File: config.mk
export PLATFORM = sky130hd
export DESIGN_NAME = sprite_queue_flat
export DESIGN_NICKNAME = d
export VERILOG_FILES = /design/src/rtl/sprite_queue_if.sv /design/src/rtl/sprite_queue.sv /design/src/flat_wrapper.sv
export SDC_FILE = /design/constraint.sdc
export NUM_CORES = 2
export LEC_CHECK = 0
export ABC_AREA = 0
export BUFFER_PORTS_ARGS = -buffer_cell sky130_fd_sc_hd__clkbuf_2
export CAP_MARGIN = 40
export CORE_ASPECT_RATIO = 0.7
export CORE_MARGIN = 2
export CORE_UTILIZATION = 47
export DETAILED_ROUTE_END_ITERATION = 12
export PLACE_DENSITY = 0.64
export SLEW_MARGIN = 20
export SYNTH_ARGS = -nofsm -noshare
export SYNTH_HDL_FRONTEND = slang
export SYNTH_SLANG_ARGS = --single-unit
File: constraint.sdc
create_clock -name clock -period 10.72 [get_ports clock]
set_input_delay 1.072 -clock clock [delete_from_list [all_inputs] [get_ports clock]]
set_output_delay 1.072 -clock clock [all_outputs]
set_load 0.02 [all_outputs]
File: src/rtl/sprite_queue_if.sv
// rtl/sprite_queue_if.sv - sprite draw-command queue bus (producer/consumer/status; stats with SPRITE_QUEUE_STATS_EN)
interface sprite_queue_if #(
    parameter int DEPTH = 64,
    parameter int CNT_W = $clog2(DEPTH) + 1
);
    logic             clear;
    logic             enqueue;
    logic [7:0]       enq_sprite_id;
    logic [15:0]      enq_sprite_x;
    logic [15:0]      enq_sprite_y;
    logic [7:0]       enq_sprite_scale;
    logic             is_full;
    logic             dequeue;
    logic             is_empty;
    logic [7:0]       sprite_id;
    logic [15:0]      sprite_x;
    logic [15:0]      sprite_y;
    logic [7:0]       sprite_scale;
    logic [CNT_W-1:0] count;
    logic             overflow;
`ifdef SPRITE_QUEUE_STATS_EN
    logic [15:0]      overflow_count;
    logic [CNT_W-1:0] high_water;
`endif

    modport master (
        output clear, enqueue, enq_sprite_id, enq_sprite_x, enq_sprite_y, enq_sprite_scale, dequeue,
        input  is_full, is_empty, sprite_id, sprite_x, sprite_y, sprite_scale, count, overflow
`ifdef SPRITE_QUEUE_STATS_EN
        , input overflow_count, high_water
`endif
    );

    modport slave (
        input  clear, enqueue, enq_sprite_id, enq_sprite_x, enq_sprite_y, enq_sprite_scale, dequeue,
        output is_full, is_empty, sprite_id, sprite_x, sprite_y, sprite_scale, count, overflow
`ifdef SPRITE_QUEUE_STATS_EN
        , output overflow_count, high_water
`endif
    );
endinterface

File: src/rtl/sprite_queue.sv
// rtl/sprite_queue.sv - first-word-fall-through sprite draw-command FIFO (optional stats: SPRITE_QUEUE_STATS_EN)
module sprite_queue #(
    parameter int DEPTH = 64,
    parameter int CNT_W = $clog2(DEPTH) + 1
) (
    input  logic         clock,
    input  logic         reset,
    sprite_queue_if.slave bus
);
    localparam int PTR_W = $clog2(DEPTH);
    localparam logic [CNT_W-1:0] FULL_CNT = CNT_W'(DEPTH);

    logic [47:0]      mem [DEPTH];
    logic [PTR_W-1:0] wr_ptr;
    logic [PTR_W-1:0] rd_ptr;
    logic [CNT_W-1:0] cnt;
    logic [CNT_W-1:0] cnt_next;
    logic             ovf;
    logic             full;
    logic             empty;
    logic             enq_ok;
    logic             deq_ok;
    logic             drop;

    assign full   = (cnt == FULL_CNT);
    assign empty  = (cnt == '0);
    // A pop in the same cycle frees the slot, so a full queue still accepts.
    assign enq_ok = bus.enqueue && (!full || bus.dequeue);
    assign deq_ok = bus.dequeue && !empty;
    assign drop   = bus.enqueue && full && !bus.dequeue;

    always_comb begin
        cnt_next = cnt;
        if (enq_ok && !deq_ok) begin
            cnt_next = cnt + CNT_W'(1);
        end else if (!enq_ok && deq_ok) begin
            cnt_next = cnt - CNT_W'(1);
        end
    end

    always_ff @(posedge clock or posedge reset) begin
        if (reset) begin
            wr_ptr <= '0;
            rd_ptr <= '0;
            cnt    <= '0;
            ovf    <= 1'b0;
        end else if (bus.clear) begin
            wr_ptr <= '0;
            rd_ptr <= '0;
            cnt    <= '0;
            ovf    <= 1'b0;
        end else begin
            if (enq_ok) wr_ptr <= wr_ptr + PTR_W'(1);
            if (deq_ok) rd_ptr <= rd_ptr + PTR_W'(1);
            cnt <= cnt_next;
            if (drop) ovf <= 1'b1;
        end
    end

    // Storage is not reset; entries past the pointers are never exposed.
    always_ff @(posedge clock) begin
        if (enq_ok && !bus.clear) begin
            mem[wr_ptr] <= {bus.enq_sprite_id, bus.enq_sprite_x, bus.enq_sprite_y, bus.enq_sprite_scale};
        end
    end

    assign {bus.sprite_id, bus.sprite_x, bus.sprite_y, bus.sprite_scale} = empty ? 48'd0 : mem[rd_ptr];
    assign bus.is_full  = full;
    assign bus.is_empty = empty;
    assign bus.count    = cnt;
    assign bus.overflow = ovf;

`ifdef SPRITE_QUEUE_STATS_EN
    logic [15:0]      ovf_cnt;
    logic [CNT_W-1:0] hw;

    always_ff @(posedge clock or posedge reset) begin
        if (reset) begin
            ovf_cnt <= '0;
            hw      <= '0;
        end else if (bus.clear) begin
            ovf_cnt <= '0;
            hw      <= '0;
        end else begin
            if (drop && ovf_cnt != 16'hFFFF) ovf_cnt <= ovf_cnt + 16'd1;
            if (cnt_next > hw) hw <= cnt_next;
        end
    end

    assign bus.overflow_count = ovf_cnt;
    assign bus.high_water     = hw;
`endif
endmodule
File: src/flat_wrapper.sv
// flat-port wrapper written by rule: the top's interface ports become plain ports
module sprite_queue_flat 
#(
    parameter int DEPTH = 64,
    parameter int CNT_W = $clog2(DEPTH) + 1
)
  (clock, reset, bus_clear, bus_enqueue, bus_enq_sprite_id, bus_enq_sprite_x, bus_enq_sprite_y, bus_enq_sprite_scale, bus_dequeue, bus_is_full, bus_is_empty, bus_sprite_id, bus_sprite_x, bus_sprite_y, bus_sprite_scale, bus_count, bus_overflow);
  sprite_queue_if #(.DEPTH(DEPTH), .CNT_W(CNT_W)) bus_i ();
  input  logic clock;
  input  logic reset;
  input wire logic [$bits(bus_i.clear)-1:0] bus_clear;
  input wire logic [$bits(bus_i.enqueue)-1:0] bus_enqueue;
  input wire logic [$bits(bus_i.enq_sprite_id)-1:0] bus_enq_sprite_id;
  input wire logic [$bits(bus_i.enq_sprite_x)-1:0] bus_enq_sprite_x;
  input wire logic [$bits(bus_i.enq_sprite_y)-1:0] bus_enq_sprite_y;
  input wire logic [$bits(bus_i.enq_sprite_scale)-1:0] bus_enq_sprite_scale;
  input wire logic [$bits(bus_i.dequeue)-1:0] bus_dequeue;
  output wire logic [$bits(bus_i.is_full)-1:0] bus_is_full;
  output wire logic [$bits(bus_i.is_empty)-1:0] bus_is_empty;
  output wire logic [$bits(bus_i.sprite_id)-1:0] bus_sprite_id;
  output wire logic [$bits(bus_i.sprite_x)-1:0] bus_sprite_x;
  output wire logic [$bits(bus_i.sprite_y)-1:0] bus_sprite_y;
  output wire logic [$bits(bus_i.sprite_scale)-1:0] bus_sprite_scale;
  output wire logic [$bits(bus_i.count)-1:0] bus_count;
  output wire logic [$bits(bus_i.overflow)-1:0] bus_overflow;
  assign bus_i.clear = bus_clear;
  assign bus_i.enqueue = bus_enqueue;
  assign bus_i.enq_sprite_id = bus_enq_sprite_id;
  assign bus_i.enq_sprite_x = bus_enq_sprite_x;
  assign bus_i.enq_sprite_y = bus_enq_sprite_y;
  assign bus_i.enq_sprite_scale = bus_enq_sprite_scale;
  assign bus_i.dequeue = bus_dequeue;
  assign bus_is_full = bus_i.is_full;
  assign bus_is_empty = bus_i.is_empty;
  assign bus_sprite_id = bus_i.sprite_id;
  assign bus_sprite_x = bus_i.sprite_x;
  assign bus_sprite_y = bus_i.sprite_y;
  assign bus_sprite_scale = bus_i.sprite_scale;
  assign bus_count = bus_i.count;
  assign bus_overflow = bus_i.overflow;
  sprite_queue #(.DEPTH(DEPTH), .CNT_W(CNT_W)) u_core (.clock(clock), .reset(reset), .bus(bus_i));
endmodule
==> results.md <==
* Vias after detailed routing at 59,000
* Commonest non-fill, non-tap cell in the layout: edfxtp_1
* Gr ovfl total at 0
* Initial Util at 0.471
* Antenna violations before repair at 25
* Clock Path Buffers at 4
* Detailed Route WL at 334,000 um
* Most frequent cells in the layout: edfxtp_1 (3,072), mux4_2 (806), clkbuf_16 (305)
* Sequential share of the synthesized area at 0.784
* Status: completed
* Starting DRT DRC Count at 10,100
* Type of the worst min-delay path: input port to async pin
* WHS at 0.193 ns
* GPL Wtd Cong at 0.806
* Vias in the first global route at 57,200
* Clk_skew at 0.0529 ns
* Req. time, crit path at 9.65 ns
* Setup WS post-layout at 4.50 ns
* Total clock buffers created by CTS at 298
* Die area at 256,000 um2
* Worst IR Drop VDD at 0.202 mV
* CP Depth at 8
* Synthesized net count at 5,145
* Synth top area share at 0.780
* Hpwl dp at 186,000 um
* Tcrit/Tclk final at 0.581
* Die width at 604 um
* Synth warn at 0
* Cells after Synth at 5,083
* DR DRC count at 0
* Clock sink total at 3,092
* Placed cell area at 125,000 um2
* Layout Nets at 5,561
* Post-cts sizing count at 0
* Reg2Reg Depth at 7
* Worst Path Buf+Inv at 3
* Worst path cell trace: buf_4 -> buf_12 -> mux4_2 -> nor2_1 -> o21ai_0 -> a31oi_1 -> a21oi_1 -> clkbuf_2
* Total Power at 28.4 mW
* Post-synth cell types at 59
* Largest cells by area after synthesis: edfxtp_1 (78%), mux4_2 (15%), mux2i_1 (1.4%)
* Max Fclk at 161 MHz
* P&R area growth vs syn at 14.2%
* Post-Syn Area per Cell at 23.3 um2
* Worst Max-Slew Pin Slew at 1.13 ns
* Drt pass-1 iters at 5
* Worst Path Max Fanout at 97
* RSZ-0062 raised after global routing: false
* WL per Instance at 36.8 um
* GRT Util Overall at 0.261
* Pre-CTS setup slack at 5.07 ns
* Row cnt at 154
* Final setup viols at 0
* CP Launch Type: flip-flop
* Post-cts hold buffer count at 0
* Fin crit period at 6.22 ns
* Async set-reset flop share out of synthesis at 0.00647
* Critical path capture point type: primary output
* Lkg Pwr at 41.0 nW
* EDFF count, synth at 3,072
* Final Hold Vio Count at 0
* Vias/cell at 6.49
* Core Box Area at 251,000 um2
* Io pins at 111
* H-tree lvl count at 5
* Mapped Area at 118,000 um2
* Slew Limit Fails at 0
* Slew margin rel. at 0.248
* Die Ht at 424 um
* First-pass GRT wire length at 461,000 um
* Dominant cell type by area after synthesis: edfxtp_1
* # port buffers at 110
* Share of post-route cells with drive strength above 1 at 0.296
* CTS tree: yes
* Fin area at 135,000 um2
* #FFs+latches synth at 3,092
* Setup total negative slack at 0 ns
* Root Buffer: clkbuf_16
* CP Data Arrival Time at 5.15 ns
* Post-CTS Setup Bufs at 0
* Clock transition at the registers of the reported paths at 0.06 ns
* Clk Latency, worst-skew pair at 0.89 ns
* Top_reg_cell synth: edfxtp_1
* Antenna viol nets, final at 0
* PwrDens at 210 nW/um2
* Crit path largest cell delay at 0.89 ns
* Pin count of the biggest net entering global routing at 121
* Kind of cell adding the most delay to the critical path: buffers and inverters
* Maxcap violations at 0
* CP Class: flip-flop to primary output
* Crit path max-delay cell type: dfrtp_4
power by group:
part           leakage, nW  internal, mW  switching, mW  total, mW
logic                 8.62          2.18           2.57       4.76
clock network         4.52          5.74           4.46       10.2
registers             27.9          13.3         0.0785       13.4
total                 41.0          21.2           7.11       28.4
state kept, by name, indices dropped and copies added (netlist names):
signal and flops:
u_core.bus.overflow 1, u_core.bus.count 7, u_core.rd_ptr 6, u_core.wr_ptr 6
u_core.mem 3072
path summary, 6_finish.rpt:
check | startpoint | endpoint | slack [ns]
setup reg to reg | u_core.bus.count[6]$_DFFE_PP0P_ | u_core.mem[55][31]$_DFFE_PP_ | 6.40
setup / recovery | u_core.rd_ptr[0]$_DFFE_PP0P_ | bus_sprite_x[6] | 4.50
min in group clock | u_core.bus.overflow$_DFFE_PP0P_ | u_core.bus.overflow$_DFFE_PP0P_ | 0.57
hold reg to reg | u_core.bus.overflow$_DFFE_PP0P_ | u_core.bus.overflow$_DFFE_PP0P_ | 0.57
max in group asynchronous | reset | u_core.rd_ptr[0]$_DFFE_PP0P_ | 10.07
hold / removal | reset | u_core.bus.count[3]$_DFFE_PP0P_ | 0.19
metrics by stage:
stage | utilization | instances
after CTS | 0.537 | 9063
after detailed placement | 0.500 | 8537
final | 0.538 | 9090
after floorplan | - | 5083
after global placement | 0.492 | 8450
after global routing | 0.538 | 9084
layer usage:
layer  vias to the layer above  global-route usage  share of wire
li1                      22600                   -              -
met5                         -                   0        0.00010
met3                       541              0.0688           0.13
met2                      4004               0.378           0.44
met4                         6              0.0749          0.032
met1                     31900               0.392           0.40
cells by family after synthesis:
family                   synth area share
XOR/XNOR                         0.000666
AO/OA/AOI/OAI                      0.0174
AND/OR/NAND/NOR                    0.0155
buffers and inverters              0.0130
adder cells (fa/ha/maj)           0.00102
multiplexers                        0.168
flip-flops                          0.784
worst register-to-register path, delay by kind of cell (launching register included):
kind            cells  cell delay (ns)
flops               1             0.52
buf+inv             3             1.48
compound gates      1             0.46
simple gates        3             1.47
cell type report:
class	instances	area, um2
Multi-Input combinational cell	1706	24500
Clock buffer	376	7920
Inverter	10	45.0
Timing Repair Buffer	391	4250
Antenna cell	11	27.5
Tap cell	3354	4200
Sequential cell	3092	92800
Clock inverter	150	1360
Fill cell	18700	116000
cells in the mapped netlist (5+ instances only):
library cell / instances
ha_1: 8
clkbuf_1: 67
or2_2: 6
a31oi_1: 32
nor3_1: 27
inv_1: 8
a22oi_1: 66
buf_6: 13
nand4_1: 16
buf_2: 116
nand3_1: 30
dfrtp_1: 20
and2_1: 5
mux4_2: 806
a22o_1: 10
or3_1: 5
o21ai_0: 23
buf_1: 20
nand2_1: 150
nand2b_1: 7
mux2i_1: 171
buf_4: 59
nor2_1: 133
nor2b_1: 13
edfxtp_1: 3072
a32oi_1: 16
xor2_1: 5
a21oi_1: 36
o22ai_1: 90
(Power assumes the default switching activity.)
